--- src/rtl/x2050_gstat_pkg.sv ---
// Shared constants for the G-register status / length-loop block:
// FSM state encodings, branch-test select codes and exhaustion chain codes.
package x2050_gstat_pkg;

    typedef enum logic [1:0] {
        ST_IDLE = 2'd0,
        ST_RUN  = 2'd1,
        ST_LAST = 2'd2,
        ST_DONE = 2'd3
    } gstate_e;

    // Branch test select codes (control word gtest field)
    localparam logic [2:0] GT_NONE  = 3'd0;
    localparam logic [2:0] GT_G1Z   = 3'd1;
    localparam logic [2:0] GT_G2Z   = 3'd2;
    localparam logic [2:0] GT_BOTHZ = 3'd3;
    localparam logic [2:0] GT_G1S   = 3'd4;
    localparam logic [2:0] GT_G2S   = 3'd5;
    localparam logic [2:0] GT_ANYS  = 3'd6;
    localparam logic [2:0] GT_LAST  = 3'd7;

    // Exhaustion source select
    localparam logic [1:0] CH_NONE = 2'd0;
    localparam logic [1:0] CH_G1   = 2'd1;
    localparam logic [1:0] CH_G2   = 2'd2;
    localparam logic [1:0] CH_ANY  = 2'd3;

    localparam logic [7:0] ITER_MAX = 8'hFF;

    // True when the latched sign(s) picked by the chain code show a borrow.
    function automatic logic chain_exhausted(input logic [1:0] chain,
                                             input logic       g1s,
                                             input logic       g2s);
        logic ex;
        case (chain)
            CH_G1:   ex = g1s;
            CH_G2:   ex = g2s;
            CH_ANY:  ex = g1s | g2s;
            default: ex = 1'b0;
        endcase
        return ex;
    endfunction

endpackage

--- src/rtl/x2050_gstat_if.sv ---
// Control/status bundle between the ROS sequencer (master) and the
// G-status block (slave).
interface x2050_gstat_if;
    logic       i_ros_advance;
    logic       i_io_mode;
    logic [7:0] i_g_reg;
    logic       i_g1_sign;
    logic       i_g2_sign;
    logic [2:0] i_gtest;
    logic       i_start;
    logic       i_abort;
    logic [1:0] i_chain;
    logic       o_branch;
    logic       o_g1_zero;
    logic       o_g2_zero;
    logic [1:0] o_state;
    logic       o_busy;
    logic       o_last;
    logic       o_done;
    logic [7:0] o_iter;

    modport master (
        output i_ros_advance, i_io_mode, i_g_reg, i_g1_sign, i_g2_sign,
               i_gtest, i_start, i_abort, i_chain,
        input  o_branch, o_g1_zero, o_g2_zero, o_state, o_busy, o_last,
               o_done, o_iter
    );

    modport slave (
        input  i_ros_advance, i_io_mode, i_g_reg, i_g1_sign, i_g2_sign,
               i_gtest, i_start, i_abort, i_chain,
        output o_branch, o_g1_zero, o_g2_zero, o_state, o_busy, o_last,
               o_done, o_iter
    );
endinterface

--- src/rtl/x2050_gstat_gtest.sv ---
// G status latch (nibble-zero and sign flags) plus the branch test mux.
// Latches are frozen during I/O mode cycles and between advances.
module x2050_gstat_gtest
    import x2050_gstat_pkg::*;
(
    input  logic       clk_i,
    input  logic       rst_n_i,
    input  logic       advance_i,
    input  logic       io_mode_i,
    input  logic [7:0] g_reg_i,
    input  logic       g1_sign_i,
    input  logic       g2_sign_i,
    input  logic [2:0] gtest_i,
    input  logic       is_last_i,
    output logic       branch_o,
    output logic       g1_zero_o,
    output logic       g2_zero_o,
    output logic       g1_sign_o,
    output logic       g2_sign_o
);

    logic g1z_q, g2z_q, g1s_q, g2s_q;
    logic sample;

    assign sample = advance_i & ~io_mode_i;

    // Capture G status on qualified advances only
    always_ff @(posedge clk_i or negedge rst_n_i) begin
        if (!rst_n_i) begin
            g1z_q <= 1'b0;
            g2z_q <= 1'b0;
            g1s_q <= 1'b0;
            g2s_q <= 1'b0;
        end else if (sample) begin
            g1z_q <= (g_reg_i[7:4] == 4'h0);
            g2z_q <= (g_reg_i[3:0] == 4'h0);
            g1s_q <= g1_sign_i;
            g2s_q <= g2_sign_i;
        end
    end

    // Branch test select
    always_comb begin
        branch_o = 1'b0;
        case (gtest_i)
            GT_G1Z:   branch_o = g1z_q;
            GT_G2Z:   branch_o = g2z_q;
            GT_BOTHZ: branch_o = g1z_q & g2z_q;
            GT_G1S:   branch_o = g1s_q;
            GT_G2S:   branch_o = g2s_q;
            GT_ANYS:  branch_o = g1s_q | g2s_q;
            GT_LAST:  branch_o = is_last_i;
            default:  branch_o = 1'b0;
        endcase
    end

    assign g1_zero_o = g1z_q;
    assign g2_zero_o = g2z_q;
    assign g1_sign_o = g1s_q;
    assign g2_sign_o = g2s_q;

endmodule

--- src/rtl/x2050_gstat.sv ---
// G-register status and length-controlled loop sequencer. The loop runs
// until the latched sign(s) chosen by i_chain show a borrow, then walks
// LAST -> DONE -> IDLE one advance at a time. o_iter counts RUN advances.
module x2050_gstat
    import x2050_gstat_pkg::*;
(
    input  logic          i_clk,
    input  logic          i_reset_n,
    x2050_gstat_if.slave  bus
);

    gstate_e    state_q, state_d;
    logic [7:0] iter_q, iter_d;
    logic       g1s, g2s;
    logic       is_last;

    assign is_last = (state_q == ST_LAST);

    x2050_gstat_gtest u_gtest (
        .clk_i     (i_clk),
        .rst_n_i   (i_reset_n),
        .advance_i (bus.i_ros_advance),
        .io_mode_i (bus.i_io_mode),
        .g_reg_i   (bus.i_g_reg),
        .g1_sign_i (bus.i_g1_sign),
        .g2_sign_i (bus.i_g2_sign),
        .gtest_i   (bus.i_gtest),
        .is_last_i (is_last),
        .branch_o  (bus.o_branch),
        .g1_zero_o (bus.o_g1_zero),
        .g2_zero_o (bus.o_g2_zero),
        .g1_sign_o (g1s),
        .g2_sign_o (g2s)
    );

    // State and iteration counter registers
    always_ff @(posedge i_clk or negedge i_reset_n) begin
        if (!i_reset_n) begin
            state_q <= ST_IDLE;
            iter_q  <= 8'h00;
        end else begin
            state_q <= state_d;
            iter_q  <= iter_d;
        end
    end

    // Next-state and counter update; abort outranks everything.
    // Exhaustion looks at the latch value from before this edge.
    always_comb begin
        state_d = state_q;
        iter_d  = iter_q;
        if (bus.i_ros_advance) begin
            if (bus.i_abort) begin
                state_d = ST_IDLE;
            end else begin
                case (state_q)
                    ST_IDLE: begin
                        if (bus.i_start) begin
                            state_d = ST_RUN;
                            iter_d  = 8'h00;
                        end
                    end
                    ST_RUN: begin
                        if (iter_q != ITER_MAX)
                            iter_d = iter_q + 8'd1;
                        if (chain_exhausted(bus.i_chain, g1s, g2s))
                            state_d = ST_LAST;
                    end
                    ST_LAST: state_d = ST_DONE;
                    ST_DONE: state_d = ST_IDLE;
                    default: state_d = ST_IDLE;
                endcase
            end
        end
    end

    assign bus.o_state = state_q;
    assign bus.o_busy  = (state_q == ST_RUN) || (state_q == ST_LAST);
    assign bus.o_last  = is_last;
    assign bus.o_done  = (state_q == ST_DONE);
    assign bus.o_iter  = iter_q;

endmodule

--- src/flat_wrapper.sv ---
// flat-port wrapper written by rule: the top's interface ports become plain ports
module x2050_gstat_flat import x2050_gstat_pkg::*;
  (i_clk, i_reset_n, bus_i_ros_advance, bus_i_io_mode, bus_i_g_reg, bus_i_g1_sign, bus_i_g2_sign, bus_i_gtest, bus_i_start, bus_i_abort, bus_i_chain, bus_o_branch, bus_o_g1_zero, bus_o_g2_zero, bus_o_state, bus_o_busy, bus_o_last, bus_o_done, bus_o_iter);
  x2050_gstat_if bus_i ();
  input  logic i_clk;
  input  logic i_reset_n;
  input wire logic [$bits(bus_i.i_ros_advance)-1:0] bus_i_ros_advance;
  input wire logic [$bits(bus_i.i_io_mode)-1:0] bus_i_io_mode;
  input wire logic [$bits(bus_i.i_g_reg)-1:0] bus_i_g_reg;
  input wire logic [$bits(bus_i.i_g1_sign)-1:0] bus_i_g1_sign;
  input wire logic [$bits(bus_i.i_g2_sign)-1:0] bus_i_g2_sign;
  input wire logic [$bits(bus_i.i_gtest)-1:0] bus_i_gtest;
  input wire logic [$bits(bus_i.i_start)-1:0] bus_i_start;
  input wire logic [$bits(bus_i.i_abort)-1:0] bus_i_abort;
  input wire logic [$bits(bus_i.i_chain)-1:0] bus_i_chain;
  output wire logic [$bits(bus_i.o_branch)-1:0] bus_o_branch;
  output wire logic [$bits(bus_i.o_g1_zero)-1:0] bus_o_g1_zero;
  output wire logic [$bits(bus_i.o_g2_zero)-1:0] bus_o_g2_zero;
  output wire logic [$bits(bus_i.o_state)-1:0] bus_o_state;
  output wire logic [$bits(bus_i.o_busy)-1:0] bus_o_busy;
  output wire logic [$bits(bus_i.o_last)-1:0] bus_o_last;
  output wire logic [$bits(bus_i.o_done)-1:0] bus_o_done;
  output wire logic [$bits(bus_i.o_iter)-1:0] bus_o_iter;
  assign bus_i.i_ros_advance = bus_i_ros_advance;
  assign bus_i.i_io_mode = bus_i_io_mode;
  assign bus_i.i_g_reg = bus_i_g_reg;
  assign bus_i.i_g1_sign = bus_i_g1_sign;
  assign bus_i.i_g2_sign = bus_i_g2_sign;
  assign bus_i.i_gtest = bus_i_gtest;
  assign bus_i.i_start = bus_i_start;
  assign bus_i.i_abort = bus_i_abort;
  assign bus_i.i_chain = bus_i_chain;
  assign bus_o_branch = bus_i.o_branch;
  assign bus_o_g1_zero = bus_i.o_g1_zero;
  assign bus_o_g2_zero = bus_i.o_g2_zero;
  assign bus_o_state = bus_i.o_state;
  assign bus_o_busy = bus_i.o_busy;
  assign bus_o_last = bus_i.o_last;
  assign bus_o_done = bus_i.o_done;
  assign bus_o_iter = bus_i.o_iter;
  x2050_gstat u_core (.i_clk(i_clk), .i_reset_n(i_reset_n), .bus(bus_i));
endmodule
--- config.mk ---
export PLATFORM = sky130hd
export DESIGN_NAME = x2050_gstat_flat
export DESIGN_NICKNAME = d
export VERILOG_FILES = /design/src/rtl/x2050_gstat_pkg.sv /design/src/rtl/x2050_gstat_if.sv /design/src/rtl/x2050_gstat_gtest.sv /design/src/rtl/x2050_gstat.sv /design/src/flat_wrapper.sv
export SDC_FILE = /design/constraint.sdc
export NUM_CORES = 1
export LEC_CHECK = 0
export ABC_CLOCK_PERIOD_IN_PS = 4800
export BUFFER_PORTS_ARGS = -buffer_cell sky130_fd_sc_hd__buf_2
export CORE_MARGIN = 5
export CORE_UTILIZATION = 50
export CTS_BUF_LIST = sky130_fd_sc_hd__clkbuf_4 sky130_fd_sc_hd__clkbuf_8 sky130_fd_sc_hd__clkbuf_16
export DETAILED_ROUTE_END_ITERATION = 10
export GPL_ROUTABILITY_DRIVEN = 0
export GPL_TIMING_DRIVEN = 0
export PLACE_DENSITY = 0.95
export RECOVER_POWER = 100
export SKIP_CTS_REPAIR_TIMING = 1
export SLEW_MARGIN = 20
export SYNTH_ARGS = -nofsm -noshare
export SYNTH_HDL_FRONTEND = slang
export SYNTH_SLANG_ARGS = --single-unit
--- constraint.sdc ---
create_clock -name i_clk -period 4.8 [get_ports i_clk]
set_input_delay 0.96 -clock i_clk [delete_from_list [all_inputs] [get_ports i_clk]]
set_output_delay 0.96 -clock i_clk [all_outputs]
set_load 0.01 [all_outputs]
==> results.cfg <==
[outcome]
outcome = completed

[clock_tree]
cts_tree = yes
clockBufferDepth = 2
cts-root-buf = clkbuf_4
cts_sinks = 14
h-tree-depth = 1
clkTransAtPathRegs_ns = 0.09
insertion_delay_ns = 0.28
cts_buffers = 3

[setup_path]
cp_cell_sequence = buf_2 > mux2i_1 > a21oi_1 > nand2_1 > o31ai_1 > clkbuf_1
cpLargestDelayFamily = buffers and inverters
cp_num_cells = 6
crit_arrival_ns = 1.68
slowest_stage = clkbuf_1
r2r_cells = 7
crit_path_max_fanout = 3
critPathKind = input pin to output port
cp_data_required_time_ns = 3.84
regToRegSetupSlack_ns = 2.67
path_buf_inv = 2
endpoint_kind = output port
slowest_delay_ns = 0.18
worstSetupStartpointType = input pin

[finish]
area_growth_pct = 24.0
finalInstanceArea_sq_um = 1100
diodes = 0
drive_gt1_share_pct = 24.2
fin_cells = 153
nNetsFinal = 156

[route]
num_vias = 855
drtAntennaViolNets = 0
drt-initial-drc-count = 45
drcViolationCount = 0
wl_met2_mm = 1.10
via_per_inst = 5.59
first_pass_iters = 4
top_layer = met4
detail_route.wl_per_cell_um = 13.4
met3_length_um = 74
wl_mm = 2.06
drt-met1-wl_um = 847

[sta]
rsz0062_at_grt = no
max_slew_margin_pct = 51.9
worstMarginPinSlew_ns = 0.722
setup_tns_ns = 0
finalSetupViolCount = 0
slew_viol_final = 0
fin_skew_ns = 0.00228
hold_violations = 0
max_freq_mhz = 379
fin_crit_sh_pct = 55.0
fin_crit_ns = 2.64

[placement]
port_buffers = 36
dpl.hpwl_mm = 1.59
placed_area_sq_um = 1100
placedCellCount = 149

[logic_synthesis]
ys_types = 34
synth-seq-area-share_pct = 39.5
synth.net_count = 115
yosysWarnings = 0
synth_seq_cells = 14
syn_area_sq_um = 886
syn_inst = 88
syn_area_per_cell_sq_um = 10.1

[die]
fp-row-count = 15
die_area_sq_um = 2710
ios = 37
die_w_um = 52.1
dieHeight_um = 52.1
fp.coreArea_sq_um = 1710
initial_utilization_pct = 51.9

[min_path]
hold-path-cell-count = 1
hold_class = flip-flop to flip-flop

[pwr]
vdd_ir_drop_max_mv = 0.229
p_leak_uw = 0.000503
p_per_area_nw_per_um2 = 399

[grt]
grt_pass1_wl_mm = 3.68
grt_antenna_before_repair = 0
grt_overflow = 0
grt_max_degree = 15
grt.total_usage_pct = 18.1
grt_pass1_vias = 876

[job]
max_cap_viol_count = 0
[where the power goes]
group	internal [uW]	total, uW	switching, uW
sequential	141	173	32.3
clock	46.2	85.2	39.0
combinational	73.5	180	106
total	260	438	178
[final timing paths]
path                                                from                        to
worst min-delay path            u_core.u_gtest.g1_zero_o  u_core.u_gtest.g1_zero_o
worst max-delay path                      bus_i_gtest[1]              bus_o_branch
min in group asynchronous                      i_reset_n     u_core.bus.o_state[1]
worst min register to register  u_core.u_gtest.g1_zero_o  u_core.u_gtest.g1_zero_o
worst max register to register     u_core.bus.o_state[0]      u_core.bus.o_iter[3]
max in group asynchronous                      i_reset_n      u_core.bus.o_iter[2]
[cells in the mapped netlist (all sizes together)]
| cell | n | area (sq um) |
|---|---|---|
| nor2b | 2 | 12.5 |
| xor2 | 1 | 8.76 |
| nand3 | 4 | 25.0 |
| o41ai | 2 | 17.5 |
| ha | 6 | 75.1 |
| nand4b | 1 | 8.76 |
| a221o | 2 | 20.0 |
| nand2 | 9 | 33.8 |
| a211oi | 1 | 7.51 |
| nor4 | 3 | 18.8 |
| or4 | 1 | 8.76 |
| o21ai | 2 | 10.0 |
| or3 | 1 | 6.26 |
| nor3b | 1 | 7.51 |
| mux2i | 4 | 40.0 |
| o31ai | 2 | 15.0 |
| dfrtp | 14 | 350 |
| nor2 | 6 | 22.5 |
| nor3 | 6 | 35.0 |
| o211a | 1 | 10.0 |
| a21oi | 1 | 5.00 |
| a211o | 1 | 10.0 |
| o21a | 1 | 7.51 |
| buf | 1 | 11.3 |
| mux2 | 5 | 56.3 |
| a22o | 2 | 18.8 |
| o22ai | 1 | 6.26 |
| inv | 4 | 15.0 |
| nand3b | 1 | 7.51 |
| o32ai | 1 | 8.76 |
| nand2b | 1 | 6.26 |
[flip-flops by register name (all words and copies together) (netlist names)]
register,cells
u_core.u_gtest.g2_zero_o,1
u_core.bus.o_iter,8
u_core.u_gtest.g1_zero_o,1
u_core.u_gtest.g2_sign_o,1
u_core.bus.o_state,2
u_core.u_gtest.g1_sign_o,1
[layout by cell type, fill, tap and decap left out, drive strengths merged]
master	synthesis	layout
clkbuf	0	23
buf	1	18
dfrtp	14	14
nand2	9	9
nor3	6	6
nor2	6	6
ha	6	6
mux2	5	5
mux2i	4	4
inv	4	4
nand3	4	4
nor4	3	3
nor2b	2	2
o31ai	2	2
o21ai	2	2
o41ai	2	2
a221o	2	2
a22o	2	2
a211oi	1	1
a21oi	1	1
nand2b	1	1
nand3b	1	1
or3	1	1
nand4b	1	1
o211a	1	1
nor3b	1	1
o32ai	1	1
a211o	1	1
or4	1	1
o21a	1	1
o22ai	1	1
xor2	1	1
[layer usage]
layer,vias up,GRT usage [%]
met2,27,32.2
met3,5,2.87
li1,416,-
met4,0,10.0
met5,-,0
met1,407,20.3
[worst register-to-register path: cells and delay by family, from the launching register on]
kind	cells	cell delay (ns)
and+or+nand+nor	3	0.62
DFF	1	0.43
buffers and inverters	2	0.34
adders and majority gates	1	0.23
AOI/OAI and AO/OA	1	0.40
[cell type report]
type / count / area (sq um)
Fill cell: 147 / 609
Multi-Input combinational cell: 69 / 504
Sequential cell: 14 / 350
Timing Repair Buffer: 36 / 158
Clock buffer: 4 / 36.3
Tap cell: 25 / 31.3
Inverter: 4 / 15.0
Buffer: 1 / 3.75
[metrics by stage]
step	total power (uW)	util, %	setup slack [ns]	hold slack (ns)
after floorplan	296	-	2.40	0.506
after global placement	357	64.2	2.22	0.518
after detailed placement	366	64.2	2.19	0.523
after CTS	451	66.4	2.17	0.541
after global routing	477	64.3	2.04	0.574
final	438	64.3	2.16	0.541
[cell families after synthesis]
family	synth area share (%)
compound gates	15.4
xor+xnor	0.989
fa+ha+maj	8.47
buf+inv	2.97
flops	39.5
mux	10.9
simple gates	21.8
(Power assumes the default switching activity.)
